File: src/rtl/uart_xmtr_pkg.sv
// Shared types and constants for the UART transmitter.
// Holds the transmit state encoding and the default frame width.
package uart_xmtr_pkg;

    localparam int UART_DATA_WIDTH = 8;

    typedef enum logic [2:0] {
        TX_IDLE  = 3'd0,
        TX_START = 3'd1,
        TX_DATA  = 3'd2,
        TX_STOP  = 3'd3,
        TX_STOP2 = 3'd4,
        TX_XXX   = 3'd7
    } uart_tx_e;

    function automatic int cnt_width(input int data_width);
        return $clog2(data_width + 1);
    endfunction

endpackage

File: src/rtl/uart_xmtr_edge_to_pulse.sv
// Registered edge detector: one-clk pulse the cycle after an edge is seen.
// PULSE_TYPE selects "redge", "fedge" or "both".
module uart_xmtr_edge_to_pulse #(
    parameter PULSE_TYPE = "redge"
) (
    input  logic clk_i,
    input  logic rst_i,
    input  logic sig_i,
    output logic pulse_o
);

    logic prev_q;
    logic pulse_q;
    logic hit;

    generate
        if (PULSE_TYPE == "fedge") begin : g_fedge
            assign hit = ~sig_i & prev_q;
        end else if (PULSE_TYPE == "both") begin : g_both
            assign hit = sig_i ^ prev_q;
        end else begin : g_redge
            assign hit = sig_i & ~prev_q;
        end
    endgenerate

    // Track the input during reset so release never fakes an edge
    always_ff @(posedge clk_i) begin
        if (rst_i) begin
            prev_q  <= sig_i;
            pulse_q <= 1'b0;
        end else begin
            prev_q  <= sig_i;
            pulse_q <= hit;
        end
    end

    assign pulse_o = pulse_q;

endmodule

File: src/rtl/uart_xmtr.sv
// UART transmitter: start, DATA_WIDTH bits LSB first, stop bit(s), paced by baud_i.
// Define UART_XMTR_TWO_STOP_EN for two stop-bit periods (TX_STOP2).
module uart_xmtr
    import uart_xmtr_pkg::*;
#(
    parameter int DATA_WIDTH = UART_DATA_WIDTH
) (
    input  logic                  clk_i,
    input  logic                  rst_i,
    input  logic                  baud_i,
    input  logic [DATA_WIDTH-1:0] tx_data_i,
    input  logic                  tx_load_i,
    input  logic                  tx_ovf_clr_i,
    output logic                  serial_o,
    output logic                  tx_rdy_o,
    output logic                  tx_busy_o,
    output logic                  tx_done_o,
    output logic                  tx_ovf_o
);

    localparam int CW = cnt_width(DATA_WIDTH);

    logic                  baud_redg;
    uart_tx_e              state_q, state_n;
    logic [DATA_WIDTH-1:0] hold_q, hold_n;
    logic [DATA_WIDTH-1:0] shift_q, shift_n;
    logic                  full_q, full_n;
    logic [CW-1:0]         cnt_q, cnt_n;
    logic                  serial_q, serial_n;
    logic                  done_q, done_n;
    logic                  ovf_q, ovf_n;
    logic                  start_frame;

    uart_xmtr_edge_to_pulse #(
        .PULSE_TYPE("redge")
    ) u_baud_edge (
        .clk_i  (clk_i),
        .rst_i  (rst_i),
        .sig_i  (baud_i),
        .pulse_o(baud_redg)
    );

    always_ff @(posedge clk_i) begin
        if (rst_i) begin
            state_q  <= TX_IDLE;
            hold_q   <= '0;
            shift_q  <= '0;
            full_q   <= 1'b0;
            cnt_q    <= '0;
            serial_q <= 1'b1;
            done_q   <= 1'b0;
            ovf_q    <= 1'b0;
        end else begin
            state_q  <= state_n;
            hold_q   <= hold_n;
            shift_q  <= shift_n;
            full_q   <= full_n;
            cnt_q    <= cnt_n;
            serial_q <= serial_n;
            done_q   <= done_n;
            ovf_q    <= ovf_n;
        end
    end

    always_comb begin
        state_n     = state_q;
        hold_n      = hold_q;
        shift_n     = shift_q;
        full_n      = full_q;
        cnt_n       = cnt_q;
        serial_n    = serial_q;
        done_n      = 1'b0;
        ovf_n       = ovf_q;
        start_frame = 1'b0;

        if (tx_load_i && !full_q) begin
            hold_n = tx_data_i;
            full_n = 1'b1;
        end

        // A fresh overflow beats a clear in the same cycle
        if (tx_load_i && full_q) begin
            ovf_n = 1'b1;
        end else if (tx_ovf_clr_i) begin
            ovf_n = 1'b0;
        end

        if (baud_redg) begin
            case (state_q)
                TX_IDLE: begin
                    serial_n    = 1'b1;
                    start_frame = full_q;
                end
                TX_START: begin
                    state_n  = TX_DATA;
                    serial_n = shift_q[0];
                    shift_n  = shift_q >> 1;
                    cnt_n    = CW'(1);
                end
                TX_DATA: begin
                    if (cnt_q < CW'(DATA_WIDTH)) begin
                        serial_n = shift_q[0];
                        shift_n  = shift_q >> 1;
                        cnt_n    = cnt_q + CW'(1);
                    end else begin
                        state_n  = TX_STOP;
                        serial_n = 1'b1;
                    end
                end
`ifdef UART_XMTR_TWO_STOP_EN
                TX_STOP: begin
                    state_n = TX_STOP2;
                end
                TX_STOP2: begin
                    done_n      = 1'b1;
                    state_n     = TX_IDLE;
                    start_frame = full_q;
                end
`else
                TX_STOP: begin
                    done_n      = 1'b1;
                    state_n     = TX_IDLE;
                    start_frame = full_q;
                end
`endif
                default: begin
                    state_n  = TX_XXX;
                    serial_n = 1'bx;
                end
            endcase
        end

        // Hold-to-shift transfer; a pending word chains with no idle gap
        if (start_frame) begin
            state_n  = TX_START;
            shift_n  = hold_q;
            full_n   = 1'b0;
            serial_n = 1'b0;
        end
    end

    assign serial_o  = serial_q;
    assign tx_rdy_o  = ~full_q;
    assign tx_busy_o = (state_q != TX_IDLE);
    assign tx_done_o = done_q;
    assign tx_ovf_o  = ovf_q;

endmodule

File: config.mk
export PLATFORM = sky130hd
export DESIGN_NAME = uart_xmtr
export DESIGN_NICKNAME = d
export VERILOG_FILES = /design/src/rtl/uart_xmtr_pkg.sv /design/src/rtl/uart_xmtr_edge_to_pulse.sv /design/src/rtl/uart_xmtr.sv
export SDC_FILE = /design/constraint.sdc
export NUM_CORES = 1
export LEC_CHECK = 0
export ABC_AREA = 1
export CAP_MARGIN = 20
export CORE_MARGIN = 3
export CORE_UTILIZATION = 30
export DETAILED_ROUTE_END_ITERATION = 10
export HOLD_SLACK_MARGIN = 0.15
export PLACE_DENSITY_LB_ADDON = 0.05
export SYNTH_ARGS = -nofsm -noshare
export SYNTH_HDL_FRONTEND = slang
export SYNTH_SLANG_ARGS = --single-unit
File: constraint.sdc
create_clock -name clk_i -period 2.61 [get_ports clk_i]
set_clock_uncertainty 0.2 [all_clocks]
set_input_delay 0.3915 -clock clk_i [delete_from_list [all_inputs] [get_ports clk_i]]
set_output_delay 0.3915 -clock clk_i [all_outputs]
set_load 0.005 [all_outputs]
==> results of run 1 <==
==> cell families (layout without fill, tap and decap cells) <==
| family | Yosys count | count (layout) | share of synthesized area |
|---|---|---|---|
| buffers and inverters | 22 | 43 | 0.0866 |
| flip-flops | 29 | 29 | 0.441 |
| XOR/XNOR | 1 | 1 | 0.00666 |
| adder cells (fa/ha/maj) | 1 | 1 | 0.00951 |
| AO/OA/AOI/OAI | 30 | 30 | 0.122 |
| AND/OR/NAND/NOR | 91 | 91 | 0.334 |
==> flip-flops by register name, summed over array words and instances, names as in the netlist <==
name                 flops
hold_q                   8
shift_q                  8
cnt_q                    4
state_q                  3
full_q                   1
serial_o                 1
tx_done_o                1
tx_ovf_o                 1
u_baud_edge.prev_q       1
u_baud_edge.pulse_o      1
==> Yosys cell counts <==
cell       n  area share
nor2_1    25       0.071
inv_2      4       0.011
xor2_1     1      0.0067
o21ai_1    1      0.0038
nand2_2    3       0.014
nand3_2    2       0.015
dfxtp_1   29        0.44
nand2_1   37        0.11
buf_6      2       0.017
buf_12     1       0.015
a21oi_1   16       0.061
nor3_2     1      0.0076
nand2_4    4       0.034
nor3_1     1      0.0038
o21bai_1   1      0.0057
nor2_2     1      0.0048
ha_1       1      0.0095
o21ai_0   10       0.038
clkbuf_1   2      0.0057
nand4_1    1      0.0048
a21oi_2    1      0.0067
inv_1     13       0.037
o21ai_2    1      0.0067
nand3_1   15       0.057
nand2_8    1       0.015
==> routing by layer <==
metal	GRT usage	part of all wire
met1	0.157	0.50
met4	0.0564	0.021
met2	0.182	0.44
met3	0.0457	0.042
met5	0	0
==> stage by stage <==
step | total power [uW] | hold slack [ns]
3_5_place_dp | 555 | 0.179
2_1_floorplan | 518 | 0.167
3_3_place_gp | 554 | 0.176
4_1_cts | 967 | 0.188
6_report | 949 | 0.188
5_1_grt | 1000 | 0.201
==> final cells by class <==
cell class | count | area share
inverters | 17 | 0.0397
well taps | 50 | 0.0389
clock buffers | 7 | 0.0600
flip-flops and latches | 29 | 0.361
clock inverters | 1 | 0.00312
multi-input cells | 123 | 0.386
repair buffers | 18 | 0.111
==> power groups by stage <==
stage	Sequential, uW	Clock (uW)	Combinational [uW]
3_3_place_gp	478	0	75.8
5_1_grt	471	448	85.2
2_1_floorplan	475	0	43.1
4_1_cts	469	421	76.5
3_5_place_dp	478	0	76.3
6_report	469	405	75.3
==> critical path, cell delays in order, from the launching register on <==
cell and delay (ns):
dfxtp_1 0.44, nor2_1 0.10, nand2_4 0.09, clkdlybuf4s50_1 0.50
==> path summary, 6_finish.rpt <==
path	end	slack (ns)	depth (start not counted)	start
min	u_baud_edge.pulse_o	0.19	1	u_baud_edge.prev_q
max	tx_busy_o	0.62	3	state_q[0]
max reg2reg	cnt_q[1]	1.03	7	state_q[1]
min reg2reg	u_baud_edge.pulse_o	0.19	1	u_baud_edge.prev_q
==> flow_summary.ini, run 1 <==
[sta]
rsz0062_at_grt = no
setup_ws_ns = 0.618
max-slew-margin-rel = 0.703
tns_ns = 0
worst_pin_slew_ns = 0.444
finalSetupViolations = 0
fin_crit_ns = 1.99
fmax_mhz = 502
slew_violations = 0
hold_viol_final = 0
finalCritPeriodShare = 0.763

[detailed_routing]
viasPerCell = 4.52
drt_iter0_drc = 67
vias = 1108
wl_per_cell_um = 11.1
dr.pass1.iters = 4
wl_um = 2710
ant_nets = 0
drc = 0

[cts]
clkSinkCount = 29
hold_buffers = 0
insertion_delay_ns = 0.28
postCtsResizedCells = 0
cts_buffer_depth = 2
post_cts_buffers = 0
cts_buffers = 5
htreeDepth = 2
path_clk_slew_ns = 0.06
cts_tree = done
cts_root_buf = clkbuf_8

[cells_and_area]
area_growth_syn_to_layout_pct = 22.2
ff_latch_area_sq_um = 581
antennaDiodeCount = 0
fin_area_sq_um = 1610
fin_util = 0.390
stdcell_count = 245
n_fill_cell = 450
mostFrequentLayoutCells = nand2_1, dfxtp_1, nor2_1
final_common_cell = nand2_1
drive_gt1_frac = 0.138
multiInputGateArea_sq_um = 621
num-nets-final = 208

[floorplanning]
core_sq_um = 4120
initial_core_util = 0.320
dieArea_sq_um = 5210
fp.dieH_um = 72.2
fp-row-count = 23
die_w_um = 72.2
pin_count = 18

[yosys]
ys_seq_elements = 29
synth_area_sq_um = 1320
ys_types = 25
yosysWarnings = 0
synth_cells = 174
yosysSeqAreaShare = 0.441
avgSynthCellArea_sq_um = 7.56
synthesis.nets = 188

[placement]
gp_congestion = 0.816
place_hpwl_um = 1990
io_buffer_count = 17
dp.cells = 237
placed_area_sq_um = 1510
place_ws_ns = 0.627

[min_path]
hold_path.class = register to register

[worst_setup_path]
worst_ep_required_time_ns = 2.02
crit_arrival_ns = 1.40
critPathMaxFanout = 6
cp-end-kind = output pin
cp-start-kind = register
criticalPathCategory = register to output pin

[power_and_ir_drop]
power_density_nw_per_um2 = 591
seq_power_share = 0.494
p_int_uw = 733
p_sw_frac = 0.228
p_clk_frac = 0.427
p_leak_uw = 0.000668
peakVddDrop_v = 0.000344
power_frac_comb = 0.079
switchingPower_uw = 216

[global_routing]
grt-ovfl-total = 0
grt_pass1_vias = 1096
track_usage = 0.122
antenna_found_initial = 0
grt_max_degree = 21
grt_first_pass_wirelength_um = 4840

[run]
cap_violations = 0

[outcome]
status = finished, final reports clean
No activity file was read; power rests on OpenSTA's default activity.
==> run 2, diff against run 1 <==
==> constraint.sdc (replaced) <==
create_clock -name clk_i -period 1.9 [get_ports clk_i]
set_clock_uncertainty 0.2 [all_clocks]
set_input_delay 0.285 -clock clk_i [delete_from_list [all_inputs] [get_ports clk_i]]
set_output_delay 0.285 -clock clk_i [all_outputs]
set_load 0.005 [all_outputs]
==> run 2 against run 1 <==
Against the previous run: critical path depth unchanged; power up 37%; global-route usage down 0.57 points; worst hold slack worse by 0.0084 ns; cell area up 0.31%; sequential share of layout area about the same; final cell count unchanged; first-iteration DRC count up 7.5%; register-to-register slack worse by 0.64 ns; worst setup slack worse by 0.52 ns; non-clock buffer count unchanged; routed wire length down 6.2%.
==> flow_summary.ini, run 2 (same netlist as run 1, synthesis figures left out) <==
[min_path]
hp-start = u_baud_edge.prev_q
hold_path.class = register to register

[floorplanning]
core_sq_um = 4120
pin_count = 18
dieArea_sq_um = 5210
die_w_um = 72.2
fp.dieH_um = 72.2
fp-row-count = 23
initial_core_util = 0.320

[sta]
rsz0062_at_grt = no
fmax_mhz = 556
tns_ns = 0
finalCritPeriodShare = 0.947
hold_viol_final = 0
worst_pin_slew_ns = 0.409
finalSetupViolations = 0
slew_violations = 0
max-slew-margin-rel = 0.726
fin_crit_ns = 1.80

[cells_and_area]
antennaDiodeCount = 0
num-nets-final = 208
area_growth_syn_to_layout_pct = 22.6
drive_gt1_frac = 0.154
top_regs = hold_q: 8 flops, shift_q: 8 flops, cnt_q: 4 flops
mostFrequentLayoutCells = nand2_1, dfxtp_1, nor2_1
final_common_cell = nand2_1

[global_routing]
grt_max_degree = 21
grt_pass1_vias = 1031
grt_first_pass_wirelength_um = 4570
antenna_found_initial = 0
grt-ovfl-total = 0
track_usage = 0.117

[placement]
place_hpwl_um = 1890
gp_congestion = 0.817
io_buffer_count = 17

[cts]
insertion_delay_ns = 0.27
postCtsResizedCells = 1
cts_tree = done
hold_buffers = 0
post_cts_buffers = 0
cts_root_buf = clkbuf_8
clkSinkCount = 29
path_clk_slew_ns = 0.06
cts_buffer_depth = 2
htreeDepth = 2
cts_buffers = 5

[worst_setup_path]
criticalPathCategory = register to output pin
critPathMaxFanout = 5
startpoint = state_q[2]
cpMaxStageDelayCell = clkdlybuf4s50_1
worst_ep_required_time_ns = 1.41
cp-end-kind = output pin
rr_startpoint = state_q[2]
crit_chain = inv_2 -> nand2_4 -> clkdlybuf4s50_1
crit_arrival_ns = 1.32
slowest_delay_ns = 0.50
cp-start-kind = register

[power_and_ir_drop]
seq_power_share = 0.497
p_sw_frac = 0.224
total_power_uw = 1300
p_clk_frac = 0.424
peakVddDrop_v = 0.000398
power_frac_comb = 0.079
switchingPower_uw = 290
p_leak_uw = 0.000670
p_int_uw = 1010
power_density_nw_per_um2 = 804

[detailed_routing]
drt_iter0_drc = 72
dr.pass1.iters = 4
vias = 1073
drc = 0
ant_nets = 0
viasPerCell = 4.38
wl_per_cell_um = 10.4
wl_um = 2550

[outcome]
status = finished, final reports clean

[run]
cap_violations = 0
## run 2: cell counts in the layout (fill, tap and decap cells not counted)
Identical to the previous run, type by type.
## run 2: worst max-delay path: cells and delay by family, from the launching register on
| kind | cells | cell delay (ns) |
|---|---|---|
| buffers and inverters | 2 | 0.59 |
| DFF | 1 | 0.37 |
| and+or+nand+nor | 1 | 0.09 |
## run 2: area by class of cell
| type | count | area [sq um] |
|---|---|---|
| clock buffer | 7 | 96.3 |
| clock inverter | 1 | 5.00 |
| fill | 440 | 2500 |
| inverter | 17 | 63.8 |
| multi-input combinational | 123 | 623 |
| sequential | 29 | 583 |
| tap | 50 | 62.6 |
| timing repair buffer | 18 | 178 |
## run 2: power groups by stage
stage	clock network [uW]	logic, uW	registers, uW
floorplan	0	59.1	653
global placement	0	104	657
detailed placement	0	104	657
CTS	576	104	644
global route	608	118	646
finish	550	102	644
## run 2: path summary, 6_finish.rpt
kind	depth (start not counted)	endpoint	slack, ns
min reg2reg	1	u_baud_edge.pulse_o	0.18
max	3	tx_busy_o	0.1
max reg2reg	8	shift_q[0]	0.39
min	1	u_baud_edge.pulse_o	0.18
## run 2: per-stage QoR
step	hold WS, ns	std cells	setup slack (ns)	cell area [sq um]	util
2_1_floorplan	0.113	174	0.498	1320	-
3_3_place_gp	0.176	237	0.0740	1510	0.366
3_5_place_dp	0.176	237	0.0506	1510	0.366
6_report	0.180	245	0.0999	1610	0.392
4_1_cts	0.184	245	0.0545	1610	0.391
5_1_grt	0.191	245	0.0156	1610	0.392
## run 2: routing by layer
layer  vias to the layer above  GRT usage  share of wire
met5                         -          0              0
met1                       448      0.149           0.50
li1                        599          -              -
met3                         2     0.0499          0.048
met4                         0     0.0501         0.0067
met2                        24      0.171           0.44
